## src/rtl/alu_dec_pkg.sv

```systemverilog
// Shared constants for the ALU / decoder / counter cluster: datapath width
// and the 3-bit ALU opcode encodings.
package alu_dec_pkg;

  localparam int ALU_W = 4;

  localparam logic [2:0] OP_ADD = 3'b000;
  localparam logic [2:0] OP_SUB = 3'b001;
  localparam logic [2:0] OP_NOT = 3'b010;
  localparam logic [2:0] OP_AND = 3'b011;
  localparam logic [2:0] OP_OR  = 3'b100;
  localparam logic [2:0] OP_XOR = 3'b101;
  localparam logic [2:0] OP_SLT = 3'b110;
  localparam logic [2:0] OP_EQ  = 3'b111;

endpackage

```

## src/rtl/alu4_core.sv

```systemverilog
// Combinational 4-bit ALU with zero, signed-overflow and carry flags.
// Carry and overflow are only meaningful for ADD and SUB and read as 0
// for every other opcode.
module alu4_core
  import alu_dec_pkg::*;
(
  input  logic [2:0]       fnSel,
  input  logic [ALU_W-1:0] opA,
  input  logic [ALU_W-1:0] opB,
  output logic [ALU_W-1:0] res,
  output logic             zero,
  output logic             overflow,
  output logic             carry
);

  logic [ALU_W:0]   sumFull;
  logic [ALU_W:0]   diffFull;
  logic [ALU_W-1:0] sumRes;
  logic [ALU_W-1:0] diffRes;
  logic             sumOvf;
  logic             diffOvf;
  logic             lessThan;

  // Adder and subtractor are always evaluated; SLT reuses the subtractor so
  // the signed comparison needs no separate comparator.
  always_comb begin
    sumFull  = {1'b0, opA} + {1'b0, opB};
    diffFull = {1'b0, opA} + {1'b0, ~opB} + {{ALU_W{1'b0}}, 1'b1};
    sumRes   = sumFull[ALU_W-1:0];
    diffRes  = diffFull[ALU_W-1:0];
    sumOvf   = (opA[ALU_W-1] == opB[ALU_W-1]) & (sumRes[ALU_W-1] != opA[ALU_W-1]);
    diffOvf  = (opA[ALU_W-1] != opB[ALU_W-1]) & (diffRes[ALU_W-1] != opA[ALU_W-1]);
    lessThan = diffRes[ALU_W-1] ^ diffOvf;
  end

  // Opcode mux: result plus flags, defaults first so non-arithmetic ops
  // leave carry and overflow at zero.
  always_comb begin
    res      = '0;
    overflow = 1'b0;
    carry    = 1'b0;
    case (fnSel)
      OP_ADD: begin
        res      = sumRes;
        overflow = sumOvf;
        carry    = sumFull[ALU_W];
      end
      OP_SUB: begin
        res      = diffRes;
        overflow = diffOvf;
        carry    = diffFull[ALU_W];
      end
      OP_NOT:  res = ~opA;
      OP_AND:  res = opA & opB;
      OP_OR:   res = opA | opB;
      OP_XOR:  res = opA ^ opB;
      OP_SLT:  res = {{(ALU_W-1){1'b0}}, lessThan};
      OP_EQ:   res = {{(ALU_W-1){1'b0}}, (opA == opB)};
      default: res = '0;
    endcase
    zero = ~|res;
  end

endmodule

```

## src/rtl/alu_dec_count_unit.sv

```systemverilog
// Board-demo datapath cluster: combinational 4-bit ALU, 3-to-8 decoder
// with enable, and a tick-driven down counter, the only stateful element.
module alu_dec_count_unit
  import alu_dec_pkg::*;
#(
  parameter int                 CNT_W    = 3,
  parameter logic [CNT_W-1:0]   CNT_INIT = '0
)(
  input  logic             clk,
  input  logic             resetn,
  input  logic [2:0]       alu_fnselec,
  input  logic [ALU_W-1:0] alu_a,
  input  logic [ALU_W-1:0] alu_b,
  output logic [ALU_W-1:0] alu_res,
  output logic             alu_zero,
  output logic             alu_overflow,
  output logic             alu_carry,
  input  logic [2:0]       dec_x,
  input  logic             dec_en,
  output logic [7:0]       dec_y,
  input  logic             cnt_tick,
  input  logic             cnt_en,
  output logic [CNT_W-1:0] cnt_q
);

  logic [CNT_W-1:0] cnt_d;

  alu4_core u_alu (
    .fnSel    (alu_fnselec),
    .opA      (alu_a),
    .opB      (alu_b),
    .res      (alu_res),
    .zero     (alu_zero),
    .overflow (alu_overflow),
    .carry    (alu_carry)
  );

  // One-hot decode of the select, all zeros while disabled.
  always_comb begin
    dec_y = 8'h00;
    if (dec_en) begin
      dec_y = 8'h01 << dec_x;
    end
  end

  // Next count: level-sensitive tick, so a held tick decrements every cycle;
  // modulo arithmetic gives the wrap from 0 to all ones.
  always_comb begin
    cnt_d = cnt_q;
    if (cnt_tick && cnt_en) begin
      cnt_d = cnt_q - CNT_W'(1);
    end
  end

  // Counter register; reset release is already synchronised upstream.
  always_ff @(posedge clk or negedge resetn) begin
    if (!resetn) begin
      cnt_q <= CNT_INIT;
    end else begin
      cnt_q <= cnt_d;
    end
  end

endmodule

```

## config.mk

```make
export PLATFORM = sky130hd
export DESIGN_NAME = alu_dec_count_unit
export DESIGN_NICKNAME = d
export VERILOG_FILES = /design/src/rtl/alu_dec_pkg.sv /design/src/rtl/alu4_core.sv /design/src/rtl/alu_dec_count_unit.sv
export SDC_FILE = /design/constraint.sdc
export NUM_CORES = 1
export LEC_CHECK = 0
export BUFFER_PORTS_ARGS = -buffer_cell sky130_fd_sc_hd__buf_4
export CORE_MARGIN = 2
export CORE_UTILIZATION = 40
export CTS_CLUSTER_SIZE = 20
export DETAILED_ROUTE_END_ITERATION = 6
export PLACE_DENSITY = 0.69
export SLEW_MARGIN = 20
export SYNTH_ARGS = -nofsm -noshare
export SYNTH_HDL_FRONTEND = slang
export SYNTH_SLANG_ARGS = --single-unit
```

## constraint.sdc

```tcl
create_clock -name clk -period 3.8 [get_ports clk]
set_input_delay 0.76 -clock clk [delete_from_list [all_inputs] [get_ports clk]]
set_output_delay 0.76 -clock clk [all_outputs]
set_load 0.01 [all_outputs]
```

# After elaboration in Yosys (flattened, before gate mapping)
# Index checks and enable logic that the tools add are counted.
[classes]
addsub = 4
mux = 4
n_eq_ne = 12
n_bitwise = 8
reduce_logical = 4
shifts = 1
[op_table]
columns = ["cell", "n"]
rows = [
  ["4-bit case mux with 8 select lines", 1],
  ["3-bit == test (second input constant)", 4],
  ["4-bit by 4-bit adder with 5-bit output", 2],
  ["8-bit 2-to-1 mux", 1],
  ["4-bit inverter", 2],
  ["1-bit by 3-bit left shift with 8-bit output (first input constant)", 1],
  ["3-bit by 2-bit == test with 1-bit output (second input constant)", 2],
  ["5-bit by 1-bit adder with 5-bit output (second input constant)", 1],
  ["4-bit bitwise AND", 1],
  ["4-bit == test", 1],
  ["4-bit OR", 1],
  ["1-bit case mux with 2 select lines", 2],
  ["4-bit OR reduction", 1],
  ["4-bit XOR", 1],
  ["3-bit by 1-bit == test with 1-bit output (second input constant)", 1],
  ["3-bit zero test", 1],
  ["1-bit inequality test", 3],
  ["3-bit by 1-bit subtractor with 3-bit output (second input constant)", 1],
  ["1-bit bitwise AND", 2],
  ["1-bit == test", 1],
  ["1-bit logical AND", 1],
  ["1-bit zero test", 1],
  ["1-bit XOR", 1],
]
[word_totals]
input_bits = 19
ff_bits = 3
out_inout_bits = 18
word_cells = 34

# Depth between registers and ports, before layout
# Gate-level depths: netlist (run 1).
[depth]
depth_word = 9
depth_mapped = 12
depth_no_buf = 12

# By module
# Synthesis (run 1) repeated with hierarchy kept, for this count alone.
[unflattened]
cells_unflattened = 109
area_unflattened_um2 = 835.8
[by_module_without_submodules]
columns = ["module", "seq_area_each_um2", "cells_per_inst", "area_per_inst_um2", "n_inst"]
rows = [
  ["alu4_core", 0.0, 85, 630.6, 1],
  ["alu_dec_count_unit", 75.1, 24, 205.2, 1],
]

# Worst setup path after synthesis (run 1)
# Ideal clock, no wire load.
[synth_path]
path_type = "input-to-output"
from = "in alu_a[1]"
to = "out alu_zero"
t_arrival_ns = 2.605
path_buffers = 0
setup_slack_ns = 0.435
cell_stages = 12
required_time_ns = 3.040
path_cell_list = "inv_1 ha_1 nor2_1 nor2_1 nor2_1 nor2_1 fa_1 nand2_1 o21ai_1 a211oi_2 o22ai_1 nor4_2"
[synth_via]
elab_chain_cells = 8
[synth_lines]
columns = ["element", "line_no", "text"]
rows = [
  ["start, declared", "alu_dec_count_unit.sv:12", "input logic [ALU_W-1:0] alu_a,"],
  ["4-bit by 4-bit adder with 5-bit output", "alu4_core.sv:28", "diffFull = {1'b0, opA} + {1'b0, ~opB} + {{ALU_W{1'b0}}, 1'b1};"],
  ["5-bit by 1-bit adder with 5-bit output", "alu4_core.sv:28", ""],
  ["1-bit inequality test", "alu4_core.sv:32", "diffOvf = (opA[ALU_W-1] != opB[ALU_W-1]) & (diffRes[ALU_W-1] != opA[ALU_W-1]);"],
  ["1-bit bitwise AND", "alu4_core.sv:32", ""],
  ["1-bit XOR", "alu4_core.sv:33", "lessThan = diffRes[ALU_W-1] ^ diffOvf;"],
  ["4-bit case mux with 8 select lines (*)", "alu4_core.sv:42", "case (fnSel)"],
  ["via alu_res[0]", "alu_dec_count_unit.sv:14", "output logic [ALU_W-1:0] alu_res,"],
  ["4-bit OR reduction (*)", "alu4_core.sv:61", "zero = ~|res;"],
  ["1-bit zero test (*)", "alu4_core.sv:61", ""],
  ["end, declared", "alu_dec_count_unit.sv:15", "output logic alu_zero,"],
]
# Mark *: on every way through the listed nets, which the timed path passes. The rest lies on a longest branch.

# Worst setup path in the final report (run 1)
[layout_path]
from = "in alu_a[1]"
to = "out alu_zero"
[layout_via]
elab_chain_cells = 8
[layout_lines]
columns = ["element", "line_no"]
rows = [
  ["4-bit by 4-bit adder with 5-bit output", "alu4_core.sv:28"],
  ["5-bit by 1-bit adder with 5-bit output", "alu4_core.sv:28"],
  ["1-bit inequality test", "alu4_core.sv:32"],
  ["1-bit bitwise AND", "alu4_core.sv:32"],
  ["1-bit XOR", "alu4_core.sv:33"],
  ["4-bit case mux with 8 select lines (*)", "alu4_core.sv:42"],
  ["4-bit OR reduction (*)", "alu4_core.sv:61"],
  ["1-bit zero test (*)", "alu4_core.sv:61"],
]
# Mark *: on every way between the ends. The rest lies on a longest branch, timed or not.

==> results of run 1 <==
==> worst max-delay path by stage <==
stage | from | to | slack [ns] | cells after the start
2_1_floorplan | alu_a[1] | alu_zero | 0.44 | 12
3_3_place_gp | alu_a[1] | alu_zero | 0.22 | 14
3_5_place_dp | alu_a[1] | alu_zero | 0.17 | 14
4_1_cts | alu_a[1] | alu_zero | 0.18 | 14
5_1_grt | alu_a[1] | alu_zero | 0.008 | 14
6_report | alu_a[1] | alu_zero | 0.17 | 14
==> worst register-to-register path, cell delays in order (launching register included) <==
cell     delay, ns
dfrtp_1       0.37
inv_1         0.06
ha_1          0.28
o21ai_0       0.17
==> layer usage <==
| metal | part of all wire [%] | track usage [%] | wire length, um |
|---|---|---|---|
| met1 | 46 | 23.7 | 940 |
| met2 | 50 | 30.3 | 1020 |
| met3 | 4.9 | 1.52 | 101 |
| met4 | 0 | 5.56 | 0 |
| met5 | 0 | 0 | 0 |
==> power by group <==
group          switching, W  internal (W)
Combinational     0.0000958     0.0000963
Clock             0.0000173     0.0000394
Sequential        0.0000121     0.0000485
==> cell usage in the layout, fill, tap and decap left out, drive strengths merged, types with 2 or more instances in the layout <==
cell / instances
a211oi: 4
a21o: 2
a21oi: 6
a31oi: 2
buf: 37
clkbuf: 4
dfrtp: 3
fa: 3
ha: 13
inv: 11
nand2: 7
nand2b: 3
nand3: 2
nor2: 19
nor2b: 3
nor3: 4
o21ai: 7
xnor2: 6
==> logic make-up after synthesis <==
kind of cell	count (synthesis)	share of synthesized area, %
AO/OA/AOI/OAI	27	21.8
AND/OR/NAND/NOR	43	25.4
buffers and inverters	18	10.5
flip-flops	3	8.85
XOR/XNOR	7	7.23
adder cells (fa/ha/maj)	16	26.3
==> stage by stage <==
stage / area (um^2) / instances / util, % / setup slack (ns) / power, W
after floorplan: 848 / 114 / - / 0.435 / 0.000174
after global placement: 1120 / 172 / 56.3 / 0.223 / 0.000248
after detailed placement: 1120 / 172 / 56.3 / 0.174 / 0.000253
after CTS: 1140 / 176 / 57.6 / 0.177 / 0.000314
after global routing: 1150 / 176 / 57.8 / 0.00768 / 0.000344
final: 1150 / 176 / 57.8 / 0.169 / 0.000309
==> final cells by class <==
class	instances	area (um^2)
fillers	186	836
clock buffers	4	26.3
inverters	12	45.0
flip-flops and latches	3	75.1
multi-input cells	93	688
repair buffers	37	278
well taps	27	33.8
==> flow_metrics.py, run 1 <==
metrics = {
    "detailed_routing": {
        "wl_per_cell_um": 11.7,
        "vias_per_cell": 4.96,
        "drc": 0,
        "vias": 873,
        "ant_nets": 0,
        "initialDrtViolationCount": 34,
        "first_pass_iters": 4,
        "drt_wl_total_mm": 2.07,
    },
    "power_and_ir_drop": {
        "leakagePower_nw": 0.563,
        "peakVddDrop_v": 0.000401,
        "powerDensity_nw_per_um2": 270,
    },
    "synth": {
        "syn_inst": 114,
        "synth-main-ff-cell": "dfrtp_1",
        "synth_top_area_cell": "ha_1",
        "synth_nets": 149,
        "synth.ff_latch_count": 3,
        "yosysWarnings": 0,
        "synthTopCellsByCount": "nor2_1 (19), ha_1 (13), inv_1 (11)",
        "syn_area_per_cell_um2": 7.44,
        "synth_edf_count": 0,
        "synth_top_area_share_pct": 19.2,
        "synth_cell_types": 36,
        "yosysMostFrequentCell": "nor2_1",
        "synth-async-reset-ratio_pct": 100,
        "synth_area_leaders": "ha_1 (19%), dfrtp_1 (8.8%), nor2_1 (8.4%), fa_1 (7.1%), xnor2_1 (6.2%)",
        "synth_area_um2": 848,
        "synth_seq_area_share_pct": 8.85,
    },
    "clocking": {
        "clkLatencyLatePin_ns": 0.23,
        "cts_resized": 0,
        "clk_pin_slew_worst_paths_ns": 0.04,
        "clockBufferDepth": 2,
        "cts_sinks": 3,
        "cts-hold-fix-buffers": 0,
        "cts_made_buffers": 3,
        "cts-root-buf": "clkbuf_4",
        "cts_tree": "done",
        "htree_levels": 1,
        "post_cts_buffers": 0,
    },
    "setup_path": {
        "critPathSlowestCell": "fa_1",
        "crit_required_ns": 3.04,
        "startpoint_type": "primary input",
        "cp-end-kind": "output port",
        "worstSetupPathType": "in2out",
        "critPathMaxStageDelay_ns": 0.51,
        "cp_max_fo": 4,
        "r2r_cells": 3,
        "r2r-end": "cnt_q[1]",
        "cp_common_cell": "nor2_1",
        "critPathBufInv": 3,
        "r2r_setup_slack_ns": 2.83,
        "r2r-start": "cnt_q[0]",
        "path_delay_family": "adder cells",
        "cp_cell_sequence": "buf_4 -> inv_1 -> ha_1 -> nor2_1 -> nor2_1 -> nor2_1 -> nor2_1 -> fa_1 -> nor2b_1 -> o21ai_1 -> a22oi_1 -> a21oi_2 -> nor4_2 -> buf_4",
        "crit_arrival_ns": 2.87,
    },
    "place": {
        "portBuffers": 36,
        "dp_hpwl_mm": 1.73,
        "gp_congestion": 0.913,
    },
    "run_status": {
        "status": "complete, no violations",
    },
    "global_route": {
        "grt_overflow": 0,
        "grt_pass1_vias": 807,
        "grt_pass1_wl_mm": 3.53,
        "grt_usage_pct": 17.9,
        "antenna_found_initial": 0,
        "grt_max_degree": 21,
    },
    "floorplan": {
        "die-area_um2": 2510,
        "pin_count": 37,
        "die_w_um": 50.1,
        "die_h_um": 50.1,
        "core_um2": 1980,
        "start_util_pct": 42.8,
        "rows": 16,
    },
    "cells_and_area": {
        "final_nets": 185,
        "drive_above_1_share_pct": 30.9,
        "n_antenna_cell": 0,
        "area_delta_synth_final_pct": 35.1,
        "top_regs": "cnt_q: 3 flops",
        "regMostFlops": "cnt_q",
        "largest_reg_flops": 3,
    },
    "sta": {
        "maxSlewHeadroom_pct": 75.7,
        "setup_viol": 0,
        "fin_hold_ws_ns": 0.304,
        "fmaxAchievable_ghz": 0.275,
        "rsz0062_at_grt": "false",
        "worst_pin_slew_ns": 0.362,
        "hold_viol": 0,
        "finClkSkew_ns": 0.00490,
        "period_share_pct": 95.6,
        "setup_tns_ns": 0,
        "min_period_ns": 3.63,
        "slew_violations": 0,
    },
    "hold_path": {
        "hold_class": "in2async",
    },
    "flow_run": {
        "maxCapViolCount": 0,
    },
}
(Power assumes the default switching activity.)
==> inputs of run 2 (changes only) <==
--- a/config.mk
+++ b/config.mk
@@ -10,6 +10,7 @@
 export CORE_UTILIZATION = 40
 export CTS_CLUSTER_SIZE = 20
 export DETAILED_ROUTE_END_ITERATION = 6
+export GPL_TIMING_DRIVEN = 0
 export PLACE_DENSITY = 0.69
 export SLEW_MARGIN = 20
 export SYNTH_ARGS = -nofsm -noshare
==> flow_metrics.py, run 2 (synthesis gave the netlist of run 1 again) <==
metrics = {
    "clocking": {
        "htree_levels": 1,
        "clk_pin_slew_worst_paths_ns": 0.03,
        "clkLatencyLatePin_ns": 0.22,
        "cts_sinks": 3,
        "cts_made_buffers": 3,
        "post_cts_buffers": 0,
        "cts_tree": "done",
        "clockBufferDepth": 2,
        "cts-root-buf": "clkbuf_4",
    },
    "setup_path": {
        "r2r_cells": 3,
        "crit_arrival_ns": 2.89,
        "cp_cell_sequence": "buf_4 -> inv_1 -> ha_4 -> nor2_1 -> nor2_1 -> nor2_1 -> nor2_1 -> fa_1 -> nand2_1 -> o21ai_1 -> a211oi_2 -> o22ai_1 -> nor4_2 -> buf_4",
        "path_delay_family": "simple AND/OR/NAND/NOR gates",
        "r2r-start": "cnt_q[0]",
        "cp_max_fo": 4,
        "crit_required_ns": 3.04,
        "cp_common_cell": "nor2_1",
        "critPathMaxStageDelay_ns": 0.37,
        "cp-end-kind": "output port",
        "r2r-end": "cnt_q[1]",
        "startpoint": "alu_a[1]",
        "startpoint_type": "primary input",
        "worstSetupPathType": "in2out",
        "critPathSlowestCell": "fa_1",
        "r2r_setup_slack_ns": 2.80,
        "critPathBufInv": 3,
        "crit_cells": 14,
    },
    "cells_and_area": {
        "register_area_um2": 75.1,
        "utilization_pct": 60.2,
        "area_delta_synth_final_pct": 40.6,
        "n_antenna_cell": 0,
        "regMostFlops": "cnt_q",
        "largest_reg_flops": 3,
        "multi_input_area_um2": 706,
        "mostFrequentLayoutCell": "buf_4",
        "drive_above_1_share_pct": 34.0,
        "layout_common_cells": "buf_4 (38), nor2_1 (19), ha_1 (12)",
        "final_nets": 189,
        "top_regs": "cnt_q: 3 flops",
        "fillers": 179,
    },
    "power_and_ir_drop": {
        "powerDensity_nw_per_um2": 263,
        "leakagePower_nw": 0.582,
        "peakVddDrop_v": 0.000323,
    },
    "place": {
        "portBuffers": 35,
        "gp_congestion": 0.828,
        "dp_worst_setup_slack_ns": 0.0977,
        "dp_hpwl_mm": 1.82,
    },
    "sta": {
        "setup_tns_ns": 0,
        "maxSlewHeadroom_pct": 75.0,
        "worst_pin_slew_ns": 0.374,
        "setup_viol": 0,
        "hold_viol": 0,
        "min_period_ns": 3.65,
        "fmaxAchievable_ghz": 0.274,
        "rsz0062_at_grt": "false",
        "slew_violations": 0,
        "fin_hold_ws_ns": 0.318,
        "setup_ws_ns": 0.148,
        "period_share_pct": 96.1,
        "finClkSkew_ns": 0.000256,
    },
    "detailed_routing": {
        "ant_nets": 0,
        "first_pass_iters": 4,
        "initialDrtViolationCount": 15,
        "vias_per_cell": 4.99,
        "drt_wl_total_mm": 2.13,
        "drc": 0,
        "vias": 898,
        "wl_per_cell_um": 11.8,
    },
    "global_route": {
        "grt_overflow": 0,
        "grt_max_degree": 11,
        "grt_usage_pct": 18.1,
        "grt_pass1_wl_mm": 3.59,
        "grt_pass1_vias": 845,
        "antenna_found_initial": 0,
    },
    "hold_path": {
        "hold_class": "in2async",
    },
    "floorplan": {
        "rows": 16,
        "pin_count": 37,
        "die_w_um": 50.1,
        "die-area_um2": 2510,
        "die_h_um": 50.1,
        "start_util_pct": 42.8,
        "core_um2": 1980,
    },
    "flow_run": {
        "maxCapViolCount": 0,
    },
    "run_status": {
        "status": "complete, no violations",
    },
}
## run 2: cell count changes in the layout (fill, tap and decap cells not counted)
| cell | change |
|---|---|
| buf_2 | +2 |
| ha_4 | +1 |
| ha_1 | -1 |
| a22oi_2 | +1 |
| a22oi_1 | -1 |
| buf_6 | +1 |
| buf_4 | +1 |
## run 2: worst max-delay path by stage
stage	endpoint	slack [ns]
finish	alu_zero	0.15
global route	alu_zero	0.02
CTS	alu_zero	0.09
detailed placement	alu_zero	0.1
global placement	alu_zero	0.16
floorplan	alu_zero	0.44
## run 2: routing by layer
metal  global-route usage (%)  vias to the layer above  routed length (um)
li1                         -                      474                   -
met1                     23.6                      404                1000
met2                     31.4                       20                1040
met3                     3.03                        0                  84
met4                     2.78                        0                   0
met5                        0                        -                   0
## run 2: worst reg2reg max path, stage by stage (launching register included)
cell and delay (ns):
dfrtp_1 0.37, inv_1 0.06, ha_1 0.29, o21ai_0 0.19
## run 2: stage by stage
| step | cell area (um^2) | power (W) | cells |
|---|---|---|---|
| after floorplan | 848 | 0.000174 | 114 |
| after global placement | 1140 | 0.000250 | 176 |
| after detailed placement | 1140 | 0.000258 | 176 |
| after CTS | 1170 | 0.000313 | 180 |
| after global routing | 1190 | 0.000348 | 180 |
| final | 1190 | 0.000314 | 180 |
## run 2: repair_timing
action                                  in CTS  in global routing
hold buffers                                 0                  0
resized for setup                            0                  3
endpoints found under the setup margin       0                  2
## run 2: area by class of cell
cell class                 count  area share (%)
multi-input combinational     93            59.2
sequential                     3            6.30
clock buffer                   4            2.20
buffer                         6            3.67
timing repair buffer          35            22.0
inverter                      12            3.78
tap                           27            2.83
## run 2: power by group
group / internal (W) / switching, W
registers: 0.0000486 / 0.0000125
logic: 0.000101 / 0.0000997
clock network: 0.0000391 / 0.0000131
total: 0.000188 / 0.000125
